--- src/rtl/cpu3_pkg.sv ---
// cpu3_pkg: types and constants shared by the cpu3 fetch and decode stages.
//   fetch_state_e : fetch FSM encoding (RUN, HALTED, FAULT)
//   HALT_INSTR    : encoding recognised as halt (opcode 6'h3F)
//   NOP_INSTR     : encoding placed into IF/ID for a bubble
//   ifid_t        : IF/ID pipeline register contents
package cpu3_pkg;

  typedef enum logic [1:0] {
    RUN    = 2'd0,
    HALTED = 2'd1,
    FAULT  = 2'd2
  } fetch_state_e;

  localparam logic [31:0] HALT_INSTR = 32'hFC00_0000;
  localparam logic [31:0] NOP_INSTR  = 32'h0000_0000;

  typedef struct packed {
    logic [31:0] instr;
    logic [31:0] pc4;
    logic        valid;
  } ifid_t;

endpackage

--- src/rtl/fetch_unit_pc_reg.sv ---
// pc_reg: program counter register for the fetch stage.
//   clk, rst_ : rising-edge clock, asynchronous active-low reset (pc -> RESET_PC)
//   load      : load load_pc (highest priority)
//   load_pc   : byte address to load
//   inc       : advance pc by 4 (32-bit wrap)
//   pc        : current program counter
module pc_reg #(
  parameter logic [31:0] RESET_PC = 32'h0000_0000
) (
  input  logic        clk,
  input  logic        rst_,
  input  logic        load,
  input  logic [31:0] load_pc,
  input  logic        inc,
  output logic [31:0] pc
);

  logic [31:0] pc_d;
  logic [31:0] pc_q;

  always_comb begin
    pc_d = pc_q;
    if (load) begin
      pc_d = load_pc;
    end else if (inc) begin
      pc_d = pc_q + 32'd4;
    end
  end

  always_ff @(posedge clk or negedge rst_) begin
    if (!rst_) begin
      pc_q <= RESET_PC;
    end else begin
      pc_q <= pc_d;
    end
  end

  assign pc = pc_q;

endmodule

--- src/rtl/fetch_unit.sv ---
// fetch_unit: instruction-fetch stage of cpu3. Owns the PC, drives the word
// address to i_memory (combinational read) and registers instruction and
// PC+4 into IF/ID. Handles stall, redirect with flush, halt detection and
// sticky fetch faults.
//   clk, rst_        : rising-edge clock, asynchronous active-low reset
//   imem_addr        : word address to i_memory (pc[2 +: AW])
//   imem_rdata       : instruction word for imem_addr
//   stall            : hold pc and IF/ID
//   redirect_valid   : taken branch/jump, load redirect_pc and flush IF/ID
//   redirect_pc      : redirect byte target
//   pc               : current fetch PC
//   ifid_instr/pc4/valid : IF/ID register
//   halt_fetched     : halt instruction entered IF/ID, fetching stopped
//   exception        : sticky fetch fault (misaligned or out-of-range PC)
module fetch_unit
  import cpu3_pkg::*;
#(
  parameter logic [31:0] RESET_PC   = 32'h0000_0000,
  parameter int          IMEM_DEPTH = 256,
  parameter logic [31:0] HALT_INSTR = cpu3_pkg::HALT_INSTR,
  parameter logic [31:0] NOP_INSTR  = cpu3_pkg::NOP_INSTR
) (
  input  logic                          clk,
  input  logic                          rst_,
  output logic [$clog2(IMEM_DEPTH)-1:0] imem_addr,
  input  logic [31:0]                   imem_rdata,
  input  logic                          stall,
  input  logic                          redirect_valid,
  input  logic [31:0]                   redirect_pc,
  output logic [31:0]                   pc,
  output logic [31:0]                   ifid_instr,
  output logic [31:0]                   ifid_pc4,
  output logic                          ifid_valid,
  output logic                          halt_fetched,
  output logic                          exception
);

  localparam int          AW       = $clog2(IMEM_DEPTH);
  // One bit wider than the PC so a limit of 2^32 would still compare correctly.
  localparam logic [32:0] PC_LIMIT = 33'(4 * IMEM_DEPTH);
  localparam ifid_t       BUBBLE   = '{instr: NOP_INSTR, pc4: 32'h0, valid: 1'b0};

  fetch_state_e state_d, state_q;
  ifid_t        ifid_d, ifid_q;
  logic         halt_d, halt_q;
  logic         exc_d, exc_q;

  logic         pc_load;
  logic         pc_inc;
  logic         pc_fault;
  logic [31:0]  pc_plus4;

  pc_reg #(.RESET_PC(RESET_PC)) u_pc_reg (
    .clk     (clk),
    .rst_    (rst_),
    .load    (pc_load),
    .load_pc (redirect_pc),
    .inc     (pc_inc),
    .pc      (pc)
  );

  assign imem_addr = pc[2 +: AW];
  assign pc_plus4  = pc + 32'd4;
  assign pc_fault  = (pc[1:0] != 2'b00) || ({1'b0, pc} >= PC_LIMIT);

  always_comb begin
    state_d = state_q;
    ifid_d  = ifid_q;
    halt_d  = halt_q;
    exc_d   = exc_q;
    pc_load = 1'b0;
    pc_inc  = 1'b0;
    case (state_q)
      RUN: begin
        if (redirect_valid) begin
          pc_load = 1'b1;
          ifid_d  = BUBBLE;
          halt_d  = 1'b0;
        end else if (pc_fault) begin
          ifid_d  = BUBBLE;
          exc_d   = 1'b1;
          state_d = FAULT;
        end else if (!stall) begin
          ifid_d = '{instr: imem_rdata, pc4: pc_plus4, valid: 1'b1};
          // A halt word is latched but the PC is frozen on it so a redirect
          // can still squash a speculatively fetched halt.
          if (imem_rdata == HALT_INSTR) begin
            halt_d  = 1'b1;
            state_d = HALTED;
          end else begin
            pc_inc = 1'b1;
          end
        end
      end
      HALTED: begin
        if (redirect_valid) begin
          pc_load = 1'b1;
          ifid_d  = BUBBLE;
          halt_d  = 1'b0;
          state_d = RUN;
        end else if (!stall) begin
          ifid_d = BUBBLE;
        end
      end
      FAULT: begin
        ifid_d = BUBBLE;
      end
      default: begin
        state_d = RUN;
      end
    endcase
  end

  always_ff @(posedge clk or negedge rst_) begin
    if (!rst_) begin
      state_q <= RUN;
      ifid_q  <= BUBBLE;
      halt_q  <= 1'b0;
      exc_q   <= 1'b0;
    end else begin
      state_q <= state_d;
      ifid_q  <= ifid_d;
      halt_q  <= halt_d;
      exc_q   <= exc_d;
    end
  end

  assign ifid_instr   = ifid_q.instr;
  assign ifid_pc4     = ifid_q.pc4;
  assign ifid_valid   = ifid_q.valid;
  assign halt_fetched = halt_q;
  assign exception    = exc_q;

endmodule
--- config.mk ---
export PLATFORM = sky130hd
export DESIGN_NAME = fetch_unit
export DESIGN_NICKNAME = d
export VERILOG_FILES = /design/src/rtl/cpu3_pkg.sv /design/src/rtl/fetch_unit_pc_reg.sv /design/src/rtl/fetch_unit.sv
export SDC_FILE = /design/constraint.sdc
export NUM_CORES = 1
export LEC_CHECK = 0
export CORE_MARGIN = 5
export CORE_UTILIZATION = 43
export CTS_CLUSTER_DIAMETER = 100
export DETAILED_ROUTE_END_ITERATION = 10
export PLACE_DENSITY = 0.81
export SYNTH_ARGS = -nofsm -noshare
export SYNTH_HDL_FRONTEND = slang
export SYNTH_SLANG_ARGS = --single-unit
--- constraint.sdc ---
create_clock -name clk -period 2.9 [get_ports clk]
set_clock_uncertainty 0.2 [all_clocks]
set_input_delay 0.435 -clock clk [delete_from_list [all_inputs] [get_ports clk]]
set_output_delay 0.435 -clock clk [all_outputs]
set_load 0.02 [all_outputs]
==> metrics, run 1 <==
Fin. Hold Viols 0; Int Power 2.93 mW; Root Buffer clkbuf_8; Seq cells post-synth 101; vias in the first global route 3660; DR vias roughly 3500; Synth Instances 387; final slew viol count 0; Final Critical Period 2.44 ns; port bufs 174; Reg clk slew, reported paths 0.10 ns; commonest non-fill, non-tap cells in the layout 173 x clkdlybuf4s50_1, 101 x dfrtp_1, 87 x nand2_1, 33 x a22o_1, 24 x and2_1; RSZ-0062 raised after global routing no; share of cells above drive strength 1 under 10%; CTS H-Tree Depth 3; Setup Viol. Count Final 0; Final Wtd Congestion between 0.8 and 0.9; routed len/inst 16.5 µm; nets 625; EDFF count, synth 0; CP startpoint kind flop; largest net degree at the start of global routing 66; CP max FO 10; synthesized net count 461; Clock Power Share 20.8%; sw frac a little over a third; DRT Wirelength 11400 µm; Vias/cell 5.11; PD cells ~740 mW/mm²; WP data arrival 2.50 ns; worst vdd ir 0.521 mV; main flop type after synthesis dfrtp_1; relative slew slack 63.9%; Post-Synthesis Cell Area 0.00419 mm²; Power Total 4.61 mW; global-route wire length before repair 18500 µm; gr usage total 19.8%; Final WS setup 0.458 ns; Combinational Power Share 37.8%; area added between synthesis and finish 49.0%; CTS Buf Count 9; Synth Warn # 0; Setup crit end kind flop; num ports ~180; CTS tree yes; Initial Util a little over two fifths; 1st-iter DRT viols between 150 and 200; total negative slack 0 ns; post-CTS resize count 0; hpwl dp 8610 µm; initial antenna violation count 0; Die Area roughly 0.012 mm²; sequential-to-total area share from yosys stat 60.3%; # hold bufs at CTS 1; Setup CP Type reg -> reg; outcome complete, no violations; clk sinks about 100; NetSw 1.68 mW; Avg Cell Area, Syn roughly 11 µm²; synth unique cells 36; Core Region 0.00964 mm²; post-route ant nets 0; power share of the sequential group 41.4%; Max Buffers Root-to-Sink 2; Worst-Skew Late Latency 0.36 ns; Post-CTS Setup Bufs 0; diode count 0; fmax 0.409 GHz; Die W 109 µm; total iterations of the first detailed-routing run 4; worst hold path type reg -> reg; Place WS 0.163 ns; Final period util 84.2%; Required @ worst endpoint 2.96 ns; Max Cap Viol 0; # DRC 0; Pleak between 2 and 3 nW; most common cell after layout, fill and taps aside clkdlybuf4s50_1; Overflow after GRT 0; Die Ht 109 µm; worst slew pin tran 0.542 ns; asr flop ratio synth 100%; FP Rows 36
logic make-up after synthesis:
| family | count (synthesis) | synth area share, % |
|---|---|---|
| and+or+nand+nor | 166 | 19.4 |
| DFF | 101 | 60.3 |
| AOI/OAI and AO/OA | 67 | 11.9 |
| buffers and inverters | 40 | 5.16 |
| xor gates and xnor gates | 7 | 1.46 |
| adders and majority gates | 6 | 1.79 |
area by class of cell:
| cell class | count | area [µm²] |
|---|---|---|
| Fill cell | 786 | 3390 |
| Sequential cell | 101 | 2530 |
| Clock inverter | 6 | 86.3 |
| Multi-Input combinational cell | 246 | 1470 |
| Timing Repair Buffer | 183 | 1830 |
| Tap cell | 133 | 166 |
| Inverter | 10 | 37.5 |
| Clock buffer | 10 | 128 |
path summary, 6_finish.rpt:
kind,endpoint,slack (ns),from,depth (start not counted)
worst max-delay path,u_pc_reg.pc[8]$_DFFE_PN0P_,0.46,state_q[1]$_DFFE_PN0P_,7
worst min-delay path,ifid_pc4[1]$_DFFE_PN0P_,0.29,ifid_pc4[1]$_DFFE_PN0P_,1
worst max register to register,u_pc_reg.pc[8]$_DFFE_PN0P_,0.46,state_q[1]$_DFFE_PN0P_,7
worst min register to register,ifid_pc4[1]$_DFFE_PN0P_,0.29,ifid_pc4[1]$_DFFE_PN0P_,1
max in group asynchronous,ifid_instr[11]$_DFFE_PN0P_,1.41,rst_,3
min in group asynchronous,u_pc_reg.pc[31]$_DFFE_PN0P_,0.39,rst_,2
power by group through the flow:
stage                     Sequential, mW  Clock, mW  Combinational [mW]
after CTS                           1.91      0.983                1.76
after detailed placement            1.93          0                1.75
after global placement              1.92          0                1.71
after floorplan                     2.12          0               0.761
final                               1.91      0.958                1.74
after global routing                1.96       1.04                1.88
critical path, cell delays in order (launching register included):
cell,delay [ns]
dfrtp_1,0.43
inv_1,0.12
ha_1,0.35
inv_1,0.11
nor3_1,0.27
o2111a_1,0.46
nor2_2,0.11
a221oi_1,0.30
synth_stat cells, types with 3 or more instances:
| cell type | n | area [µm²] |
|---|---|---|
| o21ai_0 | 3 | 15.0 |
| and3_1 | 4 | 25.0 |
| a221oi_1 | 3 | 26.3 |
| nor2_1 | 10 | 37.5 |
| ha_1 | 6 | 75.1 |
| nand2_1 | 87 | 327 |
| nand4_1 | 5 | 31.3 |
| o21ai_1 | 10 | 50.1 |
| dfrtp_1 | 101 | 2530 |
| a21oi_1 | 6 | 30.0 |
| buf_2 | 5 | 25.0 |
| inv_1 | 10 | 37.5 |
| nor4_1 | 8 | 50.1 |
| nor3_1 | 8 | 40.0 |
| nand3_1 | 7 | 35.0 |
| a22o_1 | 33 | 289 |
| buf_4 | 16 | 120 |
| o22ai_1 | 5 | 31.3 |
| clkbuf_1 | 9 | 33.8 |
| xnor2_1 | 6 | 52.6 |
| nor4_2 | 4 | 50.1 |
| and2_1 | 24 | 150 |
metrics by stage:
step	utilization, %	instances	cell area [µm²]	hold WS (ns)
finish	64.8	689	6250	0.291
CTS	64.8	689	6250	0.295
global placement	62.5	672	6030	0.242
floorplan	-	387	4190	-0.0606
global route	64.8	689	6250	0.308
detailed placement	62.5	672	6030	0.250
per-layer routing:
layer | wire [µm] | vias to the layer above | part of all wire, % | track usage (%)
met4 | 197 | 0 | 1.7 | 6.67
met3 | 1060 | 16 | 9.3 | 6.10
met1 | 4680 | 1699 | 41 | 24.2
met2 | 5450 | 151 | 48 | 33.5
li1 | - | 1658 | - | -
met5 | 0 | - | 0 | 0
Power figures use the tool's default switching activity.
==> inputs of run 2 (changes only) <==
CORE_UTILIZATION = 39   (was 43)
PLACE_DENSITY = 0.77   (was 0.81)
clock period = 2.2 ns   (was 2.9 ns; I/O delays follow)
==> metrics, run 2 (synthesis gave the netlist of run 1 again) <==
outcome complete, no violations; Initial Util 40.3% (-3.2 points); Cell Chain, Critical Path clkdlybuf4s50_1; Setup CP Type reg -> out; PD cells 943 mW/mm² (+28%); post-route core utilization 62.6% (-2.2 points); 1st-iter DRT viols 202 (+4.1%); Root Buffer clkbuf_8; total iterations of the first detailed-routing run 4 (unchanged); FP Rows 37 (+2.8%); Reg clk slew, reported paths 0.11 ns (about the same); # DRC 0 (unchanged); num ports 175 (unchanged); Fin. Hold Viols 0 (unchanged); CTS tree yes; nets 651 (+4.2%); Die Ht 114 µm (+4.5%); Pleak 2.93 nW (+4.7%); routed len/inst 16.7 µm (+1.2%); final slew viol count 0 (unchanged); Place WS -0.476 ns (-0.639 ns); worst hold path type in -> async; share of cells above drive strength 1 11.0% (+5.1 points); Required @ worst endpoint 1.67 ns (-1.29 ns); post-route ant nets 0 (unchanged); gr usage total 18.3% (-1.5 points); WP data arrival 1.59 ns (-0.91 ns); diode count 0 (unchanged); Setup Viol. Count Final 0 (unchanged); CP max FO 10 (unchanged); commonest non-fill, non-tap cells in the layout 173 x clkdlybuf4s50_1, 101 x dfrtp_1, 87 x nand2_1, 33 x a22o_1, 30 x buf_4; CTS H-Tree Depth 3 (unchanged); relative slew slack 66.5% (+2.7 points); Core Region 0.0104 mm² (+8.1%); Final period util 96.5%; most common cell after layout, fill and taps aside clkdlybuf4s50_1; vias in the first global route 3687 (+0.74%); Worst Path Buf+Inv 1 (-1); slowest CP cell clkdlybuf4s50_1; DRT Wirelength 12000 µm (+5.5%); worst slew pin tran 0.502 ns (-0.0399 ns); Final Wtd Congestion 0.855 (+6.1%); family with the most delay on the worst path buffers and inverters; hold slack 0.281 ns (-0.00967 ns); port bufs 174 (unchanged); worst vdd ir 0.644 mV (+24%); CTS Buf Count 9 (unchanged); Final WS setup 0.0761 ns (-0.382 ns); Vias/cell 4.97 (-2.8%); Die Area 0.0129 mm² (+9.3%); global-route wire length before repair 19300 µm (+4.3%); Die W 114 µm (+4.5%); Max Cap Viol 0 (unchanged); CP startpoint kind flop; Setup crit end kind output port; Final Critical Period 2.12 ns; Overflow after GRT 0 (unchanged); total negative slack 0 ns (unchanged); Power Total 6.15 mW (+33%); clk sinks 101 (unchanged); Max Buffers Root-to-Sink 2 (unchanged); Worst-Skew Late Latency 0.36 ns (about the same); max incr delay on CP 0.68 ns (+0.22 ns); largest net degree at the start of global routing 47 (-29%); area added between synthesis and finish 55.5%; fmax 0.471 GHz; hpwl dp 8970 µm (+4.1%); initial antenna violation count 0 (unchanged); DR vias 3568 (+1.2%)
## run 2: what timing repair did
| action | in CTS | in global routing |
|---|---|---|
| gates resized for setup | 3 | 5 |
| hold buffers | 1 | 0 |
| cloned | 0 | 1 |
| endpoints found under the setup margin | 15 | 97 |
| setup buffers | 0 | 3 |
| pin swaps | 0 | 5 |
| endpoints found under the hold margin | 37 | 0 |
## run 2: metrics by stage
step           instances  cell area, µm²
6_report             718            6520
5_1_grt              718            6520
4_1_cts              714            6460
3_5_place_dp         697            6220
3_3_place_gp         697            6220
2_1_floorplan        387            4190
## run 2: worst paths after layout
| path | from | to | slack [ns] | cells past startpoint |
|---|---|---|---|---|
| min in group clk | redirect_pc[0] | u_pc_reg.pc[0]$_DFFE_PN0P_ | 0.29 | 3 |
| min | rst_ | ifid_pc4[14]$_DFFE_PN0P_ | 0.28 | 2 |
| max reg2reg | state_q[1]$_DFFE_PN0P_ | u_pc_reg.pc[9]$_DFFE_PN0P_ | 0.09 | 7 |
| max in group asynchronous | rst_ | u_pc_reg.pc[15]$_DFFE_PN0P_ | 0.88 | 3 |
| min reg2reg | ifid_valid$_DFFE_PN0P_ | ifid_valid$_DFFE_PN0P_ | 0.29 | 2 |
| max | u_pc_reg.pc[5]$_DFFE_PN0P_ | imem_addr[3] | 0.08 | 1 |
## run 2: layer usage
layer / up-vias / track usage (%) / routed length, µm
li1: 1709 / - / -
met1: 1712 / 25.7 / 5410
met2: 139 / 28.1 / 5560
met3: 8 / 5.62 / 966
met4: 0 / 3.93 / 76
met5: - / 0 / 0
## run 2: final cells by class
cell class	instances	area, µm²
Fill cell	864	3890
Sequential cell	101	2530
Timing Repair Buffer	208	2050
Multi-Input combinational cell	247	1520
Tap cell	136	170
Clock buffer	9	124
Clock inverter	7	93.8
Inverter	10	37.5
## run 2: power breakdown
part / switching (mW) / leakage, nW / internal, mW
Sequential: 0.381 / 1.34 / 2.15
Combinational: 1.26 / 1.49 / 1.13
Clock: 0.680 / 0.107 / 0.557
==> RTL edit, RTL diff (flow settings as in run 1) <==
The parameter `IMEM_DEPTH` goes from 256 to 128.
--- a/src/rtl/fetch_unit.sv
+++ b/src/rtl/fetch_unit.sv
@@ -16,7 +16,7 @@
   import cpu3_pkg::*;
 #(
   parameter logic [31:0] RESET_PC   = 32'h0000_0000,
-  parameter int          IMEM_DEPTH = 256,
+  parameter int          IMEM_DEPTH = 128,
   parameter logic [31:0] HALT_INSTR = cpu3_pkg::HALT_INSTR,
   parameter logic [31:0] NOP_INSTR  = cpu3_pkg::NOP_INSTR
 ) (
Interface: changed (resized imem_addr); port bits go from 175 to 174. No check against the original RTL was run, so the function may have changed too.
==> RTL edit against run 1 <==
  * Via count fell by 4.1%
  * Largest cell class unchanged
  * Sequential cell count did not move
  * Sequential power down 10%
  * Total power is 18% lower
  * Core utilization decreased by 0.091 points
  * Final area shrank 0.14%
  * Synthesized area shrank 0.18%
  * Count of clock-buffer cells in the layout unchanged
  * Worst setup slack better by 0.066 ns
  * Routed wire length fell by 0.96%
  * Die area is 0.16% lower
  * Largest power group unchanged
  * Global-route usage hardly changed
  * Final cell count is 2.2% lower
==> RTL edit: results (changes against run 1) <==
Status
  • Run status: finished, final reports clean (unchanged)

Pwr
  • Leak Pwr: 2.82 nW (was 2.80 nW)
  • Seq pwr share: 0.453 (was 0.414)
  • Sw frac: 0.305 (was 0.363)
  • Overall power: 3.78 mW (was 4.61 mW)
  • Max VDD drop: 0.000414 V (was 0.000521 V)
  • Comb group: 1.03 mW (was 1.74 mW)

Drt
  • WL final: 11.3 mm (was 11.4 mm)
  • Post-Route M1 WL: 4.66 mm (was 4.68 mm)
  • Via count: 3380 (was 3524)
  • Metal2 WL: 5.54 mm (was 5.45 mm)
  • DRT Pass-1 Iters: 4 (unchanged)
  • Metal3 WL: 946 um (was 1.06 mm)
  • DR top layer: met4 (unchanged)
  • Starting DRT DRC Count: 175 (was 194)

Place
  • Placed Instance Area: 0.00599 mm^2 (was 0.00603 mm^2)
  • # placed instances: 657 (was 672)
  • Post-DP HPWL: 8.41 mm (was 8.61 mm)
  • Final Wtd Congestion: 0.784 (was 0.805)
  • Dpl ws: 0.211 ns (was 0.163 ns)
  • Port Buf Inserts: 173 (was 174)

Logic synthesis
  • Syn nets: 446 (was 461)
  • Count of cell types in the netlist: 43 (was 36)
  • Post-synth top cells: dfrtp_1 (101), nand2_1 (78), a22o_1 (37) (was dfrtp_1 (101), nand2_1 (87), a22o_1 (33))
  • Cells after synthesis: 372 (was 387)
  • Synthesis warning total: 0 (unchanged)
  • Top area cells in the synthesized netlist: dfrtp_1 (60%), a22o_1 (7.7%), nand2_1 (7.0%) (was dfrtp_1 (60%), nand2_1 (7.8%), a22o_1 (6.9%))
  • Sequential area share after synthesis: 0.604 (was 0.603)

Global route
  • Met1 Use GR: 0.250 (was 0.242)
  • Largest net degree at the start of global routing: 64 (was 66)
  • First-pass GRT wire length: 18.3 mm (was 18.5 mm)
  • GR Util met3: 0.0562 (was 0.0610)
  • Met2 Usage GRT: 0.332 (was 0.335)
  • Vias in the first global route: 3601 (was 3660)
  • GRT Resource Usage Total: 0.198 (about the same)

Hold path
  • Destination of the worst hold path: exception$_DFFE_PN0P_ (was ifid_pc4[1]$_DFFE_PN0P_)
  • Hold path start: exception$_DFFE_PN0P_ (was ifid_pc4[1]$_DFFE_PN0P_)
  • Number of cells on the worst hold path: 2 (was 1)

Final layout
  • Nets: 610 (was 625)
  • Final cell count without fillers: 674 (was 689)
  • Share of cells above drive strength 1: 0.0628 (was 0.0594)
  • Fillcell total: 798 (was 786)
  • Synth-to-Final Area Change: 49.1% (was 49.0%)
  • Ant diodes: 0 (unchanged)

CTS
  • Clock buffer count from CTS: 9 (unchanged)
  • Hold buffers post-CTS: 1 (unchanged)

Setup path
  • Critical Path AT: 2.43 ns (was 2.50 ns)
  • CP Max Fanout: 15 (was 10)
  • R2R cell count: 8 (was 7)
  • RR Endpoint: u_pc_reg.pc[7]$_DFFE_PN0P_ (was u_pc_reg.pc[8]$_DFFE_PN0P_)
  • FF-to-FF Start: state_q[1]$_DFFE_PN0P_ (unchanged)

STA
  • Hold_ws: 0.275 ns (was 0.291 ns)
  • Least-Margin Pin Slew: 0.525 ns (was 0.542 ns)
  • Final WS setup: 0.524 ns (was 0.458 ns)
==> RTL edit: area by class of cell <==
class,count,area share
flip-flops and latches,101,0.405
repair buffers,181,0.293
multi-input cells,234,0.232
well taps,133,0.0267
clock buffers,10,0.0204
clock inverters,6,0.0178
inverters,9,0.00541
==> RTL edit: critical path, stage by stage (launching register included) <==
cell and delay [ns]:
dfrtp_1 0.43, inv_1 0.11, ha_1 0.32, inv_2 0.11, nor4_1 0.30, o2111a_1 0.27, buf_4 0.20, nor3_1 0.06
a211oi_1 0.27
==> RTL edit: cells by family (layout without fill, tap and decap cells) <==
| kind of cell | count (synthesis) | count (layout) | synth area share |
|---|---|---|---|
| AOI/OAI and AO/OA | 61 | 61 | 0.122 |
| xor gates and xnor gates | 6 | 6 | 0.0126 |
| and+or+nand+nor | 161 | 161 | 0.192 |
| DFF | 101 | 101 | 0.604 |
| buffers and inverters | 37 | 206 | 0.0526 |
| adders and majority gates | 6 | 6 | 0.0179 |
